--- config.mk ---
export PLATFORM = sky130hd
export DESIGN_NAME = condition_unit
export DESIGN_NICKNAME = d
export VERILOG_FILES = /design/src/rtl/condition_unit.sv
export SDC_FILE = /design/constraint.sdc
export NUM_CORES = 1
export LEC_CHECK = 0
export ABC_CLOCK_PERIOD_IN_PS = 3500
export CORE_MARGIN = 1.5
export CORE_UTILIZATION = 27
export CTS_CLUSTER_DIAMETER = 60
export DETAILED_ROUTE_END_ITERATION = 7
export PLACE_DENSITY_LB_ADDON = 0.3
export SLEW_MARGIN = 30
export SYNTH_ARGS = -nofsm -noshare
export SYNTH_HDL_FRONTEND = slang
export SYNTH_SLANG_ARGS = --single-unit
--- constraint.sdc ---
create_clock -name clk -period 3.5 [get_ports clk]
set_input_delay 1.05 -clock clk [delete_from_list [all_inputs] [get_ports clk]]
set_output_delay 1.05 -clock clk [all_outputs]
set_load 0.03 [all_outputs]
--- src/rtl/condition_unit.sv ---
// Condition evaluation and status-flag register for a short ARM-style pipeline.
// Evaluates the ID instruction's condition against EX-bypassed flags and issues branch flushes.
module condition_unit (
   input  logic       clk,
   input  logic       reset,
   input  logic [3:0] alu_flags,
   input  logic       ex_valid,
   input  logic       s_bit_ex,
   input  logic       id_valid,
   input  logic [3:0] cond_id,
   input  logic       is_branch_id,
   input  logic       stall,
   output logic [3:0] flags_out,
   output logic       cond_pass_ex,
   output logic       branch_taken,
   output logic       flush_id
);

   logic [3:0] flags_q;
   logic       pass_q;
   logic       taken_q;

   logic       wr_en;
   logic [3:0] eff;
   logic       n_f, z_f, c_f, v_f;
   logic       base_true;
   logic       cond_true;
   logic       pass_id;

   // A failed flag setter is neither committed nor forwarded.
   assign wr_en = ex_valid & s_bit_ex & pass_q;
   assign eff   = wr_en ? alu_flags : flags_q;

   assign n_f = eff[3];
   assign z_f = eff[2];
   assign c_f = eff[1];
   assign v_f = eff[0];

   // Odd condition codes are the complement of the even code below them.
   always_comb begin
      base_true = 1'b0;
      unique case (cond_id[3:1])
         3'b000: base_true = z_f;
         3'b001: base_true = c_f;
         3'b010: base_true = n_f;
         3'b011: base_true = v_f;
         3'b100: base_true = c_f & ~z_f;
         3'b101: base_true = (n_f == v_f);
         3'b110: base_true = ~z_f & (n_f == v_f);
         3'b111: base_true = 1'b1;
         default: base_true = 1'b0;
      endcase
      cond_true = base_true ^ cond_id[0];
   end

   assign pass_id = id_valid & ~taken_q & cond_true;

   always_ff @(posedge clk) begin
      if (reset) begin
         flags_q <= 4'b0000;
         pass_q  <= 1'b0;
         taken_q <= 1'b0;
      end else if (!stall) begin
         if (wr_en) flags_q <= alu_flags;
         pass_q  <= pass_id;
         taken_q <= pass_id & is_branch_id;
      end
   end

   assign flags_out    = flags_q;
   assign cond_pass_ex = pass_q;
   assign branch_taken = taken_q;
   assign flush_id     = taken_q;

endmodule
==> results of run 1 <==
## cells in the mapped netlist
cell / n
a2111oi_4: 1
a211oi_1: 1
a2bb2oi_2: 1
a31o_1: 1
a32oi_1: 1
and2_2: 1
and3_1: 1
and4_2: 1
buf_4: 1
clkbuf_1: 1
dfxtp_1: 6
inv_1: 2
mux2_4: 1
mux2i_1: 9
nand2_1: 3
nand3_1: 2
nand3_4: 1
nand4b_1: 1
nor2_1: 4
nor3_2: 1
nor3b_1: 2
nor4b_1: 3
nor4bb_1: 1
o211ai_2: 1
o21ai_1: 1
o22ai_1: 1
o32a_1: 1
or2_2: 2
xor2_1: 2
## through the flow
step	instances	total power, uW	utilization, %	hold slack [ns]
after floorplan	54	93.9	-	0.657
after global placement	98	123	42.7	0.557
after detailed placement	98	123	42.7	0.558
after CTS	101	188	44.0	0.564
after global routing	101	194	44.0	0.588
final	101	187	44.0	0.564
## flip-flops by register name (all words and copies together) (netlist names)
name,flops
branch_taken,1
flags_out,4
cond_pass_ex,1
## layer usage
| layer | global-route usage, % | vias up | part of all wire, % |
|---|---|---|---|
| met5 | 0 | - | 0 |
| met4 | 10.0 | 0 | 2.4 |
| met3 | 1.15 | 4 | 5.4 |
| met2 | 19.5 | 21 | 43 |
| met1 | 17.0 | 250 | 49 |
| li1 | - | 255 | - |
## cell type report
type	instances	share of cell area (%)
multi-input combinational	44	49.5
timing repair buffer	21	27.1
sequential	6	15.5
tap	25	4.03
clock buffer	3	2.90
inverter	2	0.968
## worst max-delay path, stage by stage
cell and delay [ns]:
clkdlybuf4s50_1 0.56, nor4b_1 0.39, mux2_4 0.23, o21ai_1 0.07
o211ai_2 0.23, mux2i_1 0.21, nand3_1 0.08
## power groups by stage
stage / clock, uW / combinational [uW] / sequential [uW]
floorplan: 0 / 18.1 / 75.8
global placement: 0 / 49.1 / 73.5
detailed placement: 0 / 49.8 / 73.4
CTS: 66.2 / 50.0 / 72.2
global route: 67.8 / 53.3 / 72.4
finish: 64.5 / 50.1 / 72.2
## worst min path at each step
stage               slack, ns      endpoint  depth (start not counted)
finish                   0.56  branch_taken                          2
global placement         0.56  branch_taken                          2
global route             0.59  flags_out[1]                          2
detailed placement       0.56  branch_taken                          2
floorplan                0.66  flags_out[1]                          2
CTS                      0.56  flags_out[1]                          2
## kinds of logic after synthesis
group | Yosys count
AND/OR/NAND/NOR | 23
multiplexers | 10
AO/OA/AOI/OAI | 9
flip-flops | 6
buffers and inverters | 4
XOR/XNOR | 2
==> summary.txt, run 1 <==
Run status
  • Status: finished, final reports clean

Power and ir drop
  • Worst VDD drop: 154 uV
  • Gate power share: 26.8%
  • Int Pwr: 136 uW
  • Sw Pwr: 50.9 uW
  • Clock share of power: 34.5%
  • Flop pwr share: 38.7%
  • Leakage power: 0.000323 uW
  • Sw Share: 27.2%
  • PwrDens: 241 mW/mm2

Global routing
  • GRT overflow: 0
  • GRT Util Overall: 12.9%
  • Initial antenna violation count: 0
  • Pin count of the biggest net entering global routing: 8
  • Vias in the first global route: 480
  • First-pass GRT wire length: 1980 um

Clocking
  • CTS clock-pin slew for the worst setup and hold paths: 0.05 ns
  • Root Driver: clkbuf_4
  • Post-cts hold buffer count: 0
  • H-tree Lvls: 1
  • Max clock buf depth: 2
  • Resize count post-CTS: 0
  • Worst skew pair latency: 0.25 ns
  • TritonCTS Sinks: 6
  • Postcts setup bufs: 0
  • CTS tree: yes
  • CTS buffer count: 3

Worst setup path
  • Crit path kind: primary input to flip-flop
  • CP arrival: 2.82 ns
  • Worst Setup EP: cond_pass_ex
  • Type of destination of the critical path: flip-flop
  • RR Endpoint: cond_pass_ex
  • Startpoint types: primary input
  • R2r worst-path depth: 6
  • R2R setup slack: 1.83 ns
  • Worst Path Required: 3.63 ns
  • Critical path origin: cond_id[2]
  • Reg-to-reg startpoint: cond_pass_ex
  • Crit-path max FO: 7

Yosys
  • Post-synthesis xor/xnor area fraction: 3.35%
  • Largest family of logic cells by synthesized area: simple AND/OR/NAND/NOR gates
  • Yosys Warn Count: 0
  • Post-synth top area share: 23.0%
  • Syn avg cell area: 9.69 um2
  • Post-Synth Simple-Gate Area: 30.6%
  • Synth Area in Compound Gates: 19.4%
  • Yosys reg bits: 6
  • Library cells used by synthesis: 29
  • Mux cell area share after synthesis: 20.1%
  • Top post-synthesis cells by area: dfxtp_1 23%, mux2i_1 17%, a2111oi_4 5.3%
  • Mapped Cells: 54
  • Yosys top cell by area: dfxtp_1
  • Post-synthesis cell area: 523 um2
  • Post-synth net total: 69
  • Adder-cell area share of the yosys netlist: 0%
  • Register area share after synthesis: 23.0%

Timing
  • Setup slack after layout: 0.809 ns
  • Relative slew slack: 66.7%
  • Clock skew: 0.00454 ns
  • Setup TNS Final: 0 ns
  • Fin crit period: 2.69 ns
  • Fin crit share: 76.9%
  • Final-report setup violation count: 0
  • Final hold viol count: 0
  • Unrepaired setup endpoints after global routing: false
  • Slew @ Worst Pin: 0.493 ns
  • Max Fclk: 372 MHz
  • Slew Viols, Final: 0

Route
  • Vias/cell: 5.25
  • Initial DRC Count: 6
  • WL final: 1310 um
  • Routed Antenna Nets: 0
  • Drc violations: 0
  • Via count: 530
  • Routed wire per std cell: 13.0 um
  • DR pass1 iterations: 4

Placed design
  • Detail Placement HPWL: 1010 um
  • Port bufs: 21
  • Placer Congestion: 0.828
  • Dpl ws: 0.580 ns
  • DP Area: 753 um2

Flow run
  • Maxcap violations: 0

Floorplanning
  • IO Count: 22
  • Standard-cell rows: 15
  • Core box area: 0.00176 mm2
  • Starting Density: 29.6%
  • Die Y: 47.0 um
  • Die area: 0.00221 mm2
  • Die width: 47.0 um

Final layout
  • Layout Nets: 93
  • Share of layout cells above drive strength 1: 17.1%
  • Final instance area: 776 um2
  • Seq. cell area: 120 um2
  • Area of the multi-input gates: 384 um2
  • # fillers: 180
  • Commonest non-fill, non-tap cell in the layout: clkdlybuf4s50_1
  • Most frequent cells in the layout: 21 x clkdlybuf4s50_1, 9 x mux2i_1, 6 x dfxtp_1
  • P&R area growth vs syn: 48.3%
  • N_diodes: 0

Worst hold path
  • Hold crit path type: flip-flop to flip-flop
  • Worst hold start: branch_taken
Power figures use the tool's default switching activity.
==> run 2: changes to the inputs <==
--- a/config.mk
+++ b/config.mk
@@ -5,7 +5,7 @@
 export SDC_FILE = /design/constraint.sdc
 export NUM_CORES = 1
 export LEC_CHECK = 0
-export ABC_CLOCK_PERIOD_IN_PS = 3500
+export ABC_CLOCK_PERIOD_IN_PS = 2500
 export CORE_MARGIN = 1.5
 export CORE_UTILIZATION = 27
 export CTS_CLUSTER_DIAMETER = 60
==> constraint.sdc (replaced) <==
create_clock -name clk -period 2.5 [get_ports clk]
set_input_delay 0.75 -clock clk [delete_from_list [all_inputs] [get_ports clk]]
set_output_delay 0.75 -clock clk [all_outputs]
set_load 0.03 [all_outputs]
==> run 2 against run 1 <==
Effect of this change: sequential power rose by 40%; wire length fell by 3.6%; via count fell by 1.7%; clock skew barely moved; critical path type unchanged; largest cell class unchanged.
==> summary.txt, run 2 (synthesis gave the netlist of run 1 again) <==
Run status
  • Status: finished, final reports clean (unchanged)

Clocking
  • H-tree Lvls: 1 (unchanged)
  • Postcts setup bufs: 0 (unchanged)
  • CTS tree: yes (unchanged)
  • Post-cts hold buffer count: 0 (unchanged)
  • Root Driver: clkbuf_4 (unchanged)
  • Worst skew pair latency: 0.25 ns (about the same)
  • CTS buffer count: 3 (unchanged)
  • Resize count post-CTS: 0 (unchanged)
  • TritonCTS Sinks: 6 (unchanged)
  • CTS clock-pin slew for the worst setup and hold paths: 0.05 ns (about the same)
  • Max clock buf depth: 2 (unchanged)

Timing
  • Relative slew slack: 69.8% (was 66.7%)
  • Final-report setup violation count: 0 (unchanged)
  • Fin crit period: 2.24 ns
  • Clock skew: 0.00495 ns (was 0.00454 ns)
  • Max Fclk: 447 MHz
  • Slew Viols, Final: 0 (unchanged)
  • Unrepaired setup endpoints after global routing: false (unchanged)
  • Fin crit share: 89.6%
  • Slew @ Worst Pin: 0.447 ns (was 0.493 ns)
  • Final hold viol count: 0 (unchanged)
  • Setup TNS Final: 0 ns (unchanged)

Final layout
  • Share of layout cells above drive strength 1: 21.3% (was 17.1%)
  • Layout Nets: 97 (was 93)
  • N_diodes: 0 (unchanged)
  • Final core utilization: 45.7% (was 44.0%)
  • # fillers: 194 (was 180)
  • Commonest non-fill, non-tap cell in the layout: clkdlybuf4s50_1 (unchanged)
  • Max reg flops: 4 (unchanged)
  • P&R area growth vs syn: 54.1% (was 48.3%)
  • Final instance area: 806 um2 (was 776 um2)
  • Most frequent cells in the layout: 21 x clkdlybuf4s50_1, 9 x mux2i_1, 6 x dfxtp_1 (unchanged)

Route
  • Routed wire per std cell: 12.1 um (was 13.0 um)
  • Vias/cell: 4.96 (was 5.25)
  • Drc violations: 0 (unchanged)
  • Via count: 521 (was 530)
  • Initial DRC Count: 10 (was 6)
  • DR pass1 iterations: 4 (unchanged)
  • Routed Antenna Nets: 0 (unchanged)
  • WL final: 1270 um (was 1310 um)

Placed design
  • Port bufs: 21 (unchanged)
  • Detail Placement HPWL: 1040 um (was 1010 um)
  • DP Area: 783 um2 (was 753 um2)
  • Placer Congestion: 0.883 (was 0.828)

Worst setup path
  • Crit path kind: primary input to flip-flop (unchanged)
  • Reg-to-reg startpoint: cond_pass_ex (unchanged)
  • Critical path origin: cond_id[1] (was cond_id[2])
  • Critical-path cell list: clkdlybuf4s50_1 > nor4b_1 > mux2_4 > o21ai_1 > o211ai_2 > mux2i_1 > nand3_1 (unchanged)
  • Crit-path leading delay family: buffers and inverters (unchanged)
  • Critical path's largest stage delay: 0.51 ns (was 0.56 ns)
  • Worst Path Required: 2.63 ns (was 3.63 ns)
  • Crit-path max FO: 6 (was 7)
  • Type of destination of the critical path: flip-flop (unchanged)
  • Crit-path slowest cell: clkdlybuf4s50_1 (unchanged)
  • CP arrival: 2.37 ns (was 2.82 ns)
  • Worst Path Buf+Inv: 1 (unchanged)
  • Startpoint types: primary input (unchanged)
  • R2R setup slack: 0.86 ns (was 1.83 ns)

Floorplanning
  • Die area: 0.00221 mm2 (unchanged)
  • IO Count: 22 (unchanged)
  • Die Y: 47.0 um (unchanged)
  • Die width: 47.0 um (unchanged)
  • Core box area: 0.00176 mm2 (unchanged)
  • Standard-cell rows: 15 (unchanged)
  • Starting Density: 29.6% (unchanged)

Global routing
  • Pin count of the biggest net entering global routing: 7 (was 8)
  • First-pass GRT wire length: 2110 um (was 1980 um)
  • GRT overflow: 0 (unchanged)
  • Vias in the first global route: 515 (was 480)
  • Initial antenna violation count: 0 (unchanged)
  • GRT Util Overall: 13.3% (was 12.9%)

Flow run
  • Maxcap violations: 0 (unchanged)

Power and ir drop
  • Leakage power: 0.000342 uW (was 0.000323 uW)
  • PwrDens: 330 mW/mm2 (was 241 mW/mm2)
  • Worst VDD drop: 184 uV (was 154 uV)

Worst hold path
  • Hold crit path type: flip-flop to flip-flop (unchanged)
  • Worst hold start: flags_out[1] (was branch_taken)
run 2: cell count changes in the layout (fill, tap and decap cells not counted), sizes merged:
cell  delta
buf      +4
run 2: metrics by stage:
| stage | worst slack [ns] | hold slack, ns | std cells | power (uW) |
|---|---|---|---|---|
| CTS | 0.249 | 0.563 | 105 | 269 |
| finish | 0.260 | 0.554 | 105 | 266 |
| global route | 0.133 | 0.595 | 105 | 281 |
| floorplan | 0.659 | 0.657 | 54 | 132 |
| detailed placement | -0.00237 | 0.559 | 102 | 177 |
| global placement | -0.0267 | 0.560 | 102 | 177 |
run 2: path summary, 6_finish.rpt:
| check | to | cells past startpoint |
|---|---|---|
| max reg2reg | cond_pass_ex | 6 |
| max | cond_pass_ex | 7 |
| min reg2reg | flags_out[1] | 2 |
| min | flags_out[1] | 2 |
run 2: worst register-to-register path, cell delays in order (launching register included):
cell and delay, ns:
dfxtp_1 0.46, nand3_4 0.16, mux2_4 0.34, o21ai_1 0.18, o211ai_2 0.13, mux2i_1 0.17, nand3_1 0.09
run 2: routing by layer:
layer / part of all wire (%) / vias up / GRT usage (%)
met5: 0 / - / 0
met4: 1.1 / 0 / 7.22
met3: 8.5 / 2 / 3.85
met2: 47 / 19 / 21.9
met1: 44 / 238 / 15.5
li1: - / 262 / -
run 2: power breakdown:
part	leakage (uW)	internal, uW	switching [uW]
clock	0.0000138	54.4	36.5
combinational	0.000280	41.8	32.1
sequential	0.0000485	98.0	3.14
total	0.000342	194	71.7
run 2: cell type report:
cell class,count,area (um2),share of cell area (%)
Clock buffer,3,22.5,2.80
Inverter,2,7.51,0.932
Multi-Input combinational cell,44,384,47.7
Sequential cell,6,120,14.9
Tap cell,25,31.3,3.88
Timing Repair Buffer,25,240,29.8
==> run 3: changes to the inputs <==
--- a/config.mk
+++ b/config.mk
@@ -11,7 +11,6 @@
 export CTS_CLUSTER_DIAMETER = 60
 export DETAILED_ROUTE_END_ITERATION = 7
 export PLACE_DENSITY_LB_ADDON = 0.3
-export SLEW_MARGIN = 30
 export SYNTH_ARGS = -nofsm -noshare
 export SYNTH_HDL_FRONTEND = slang
 export SYNTH_SLANG_ARGS = --single-unit
==> results of run 3 <==
Final layout, timing and power as in run 2 (identical DEF).
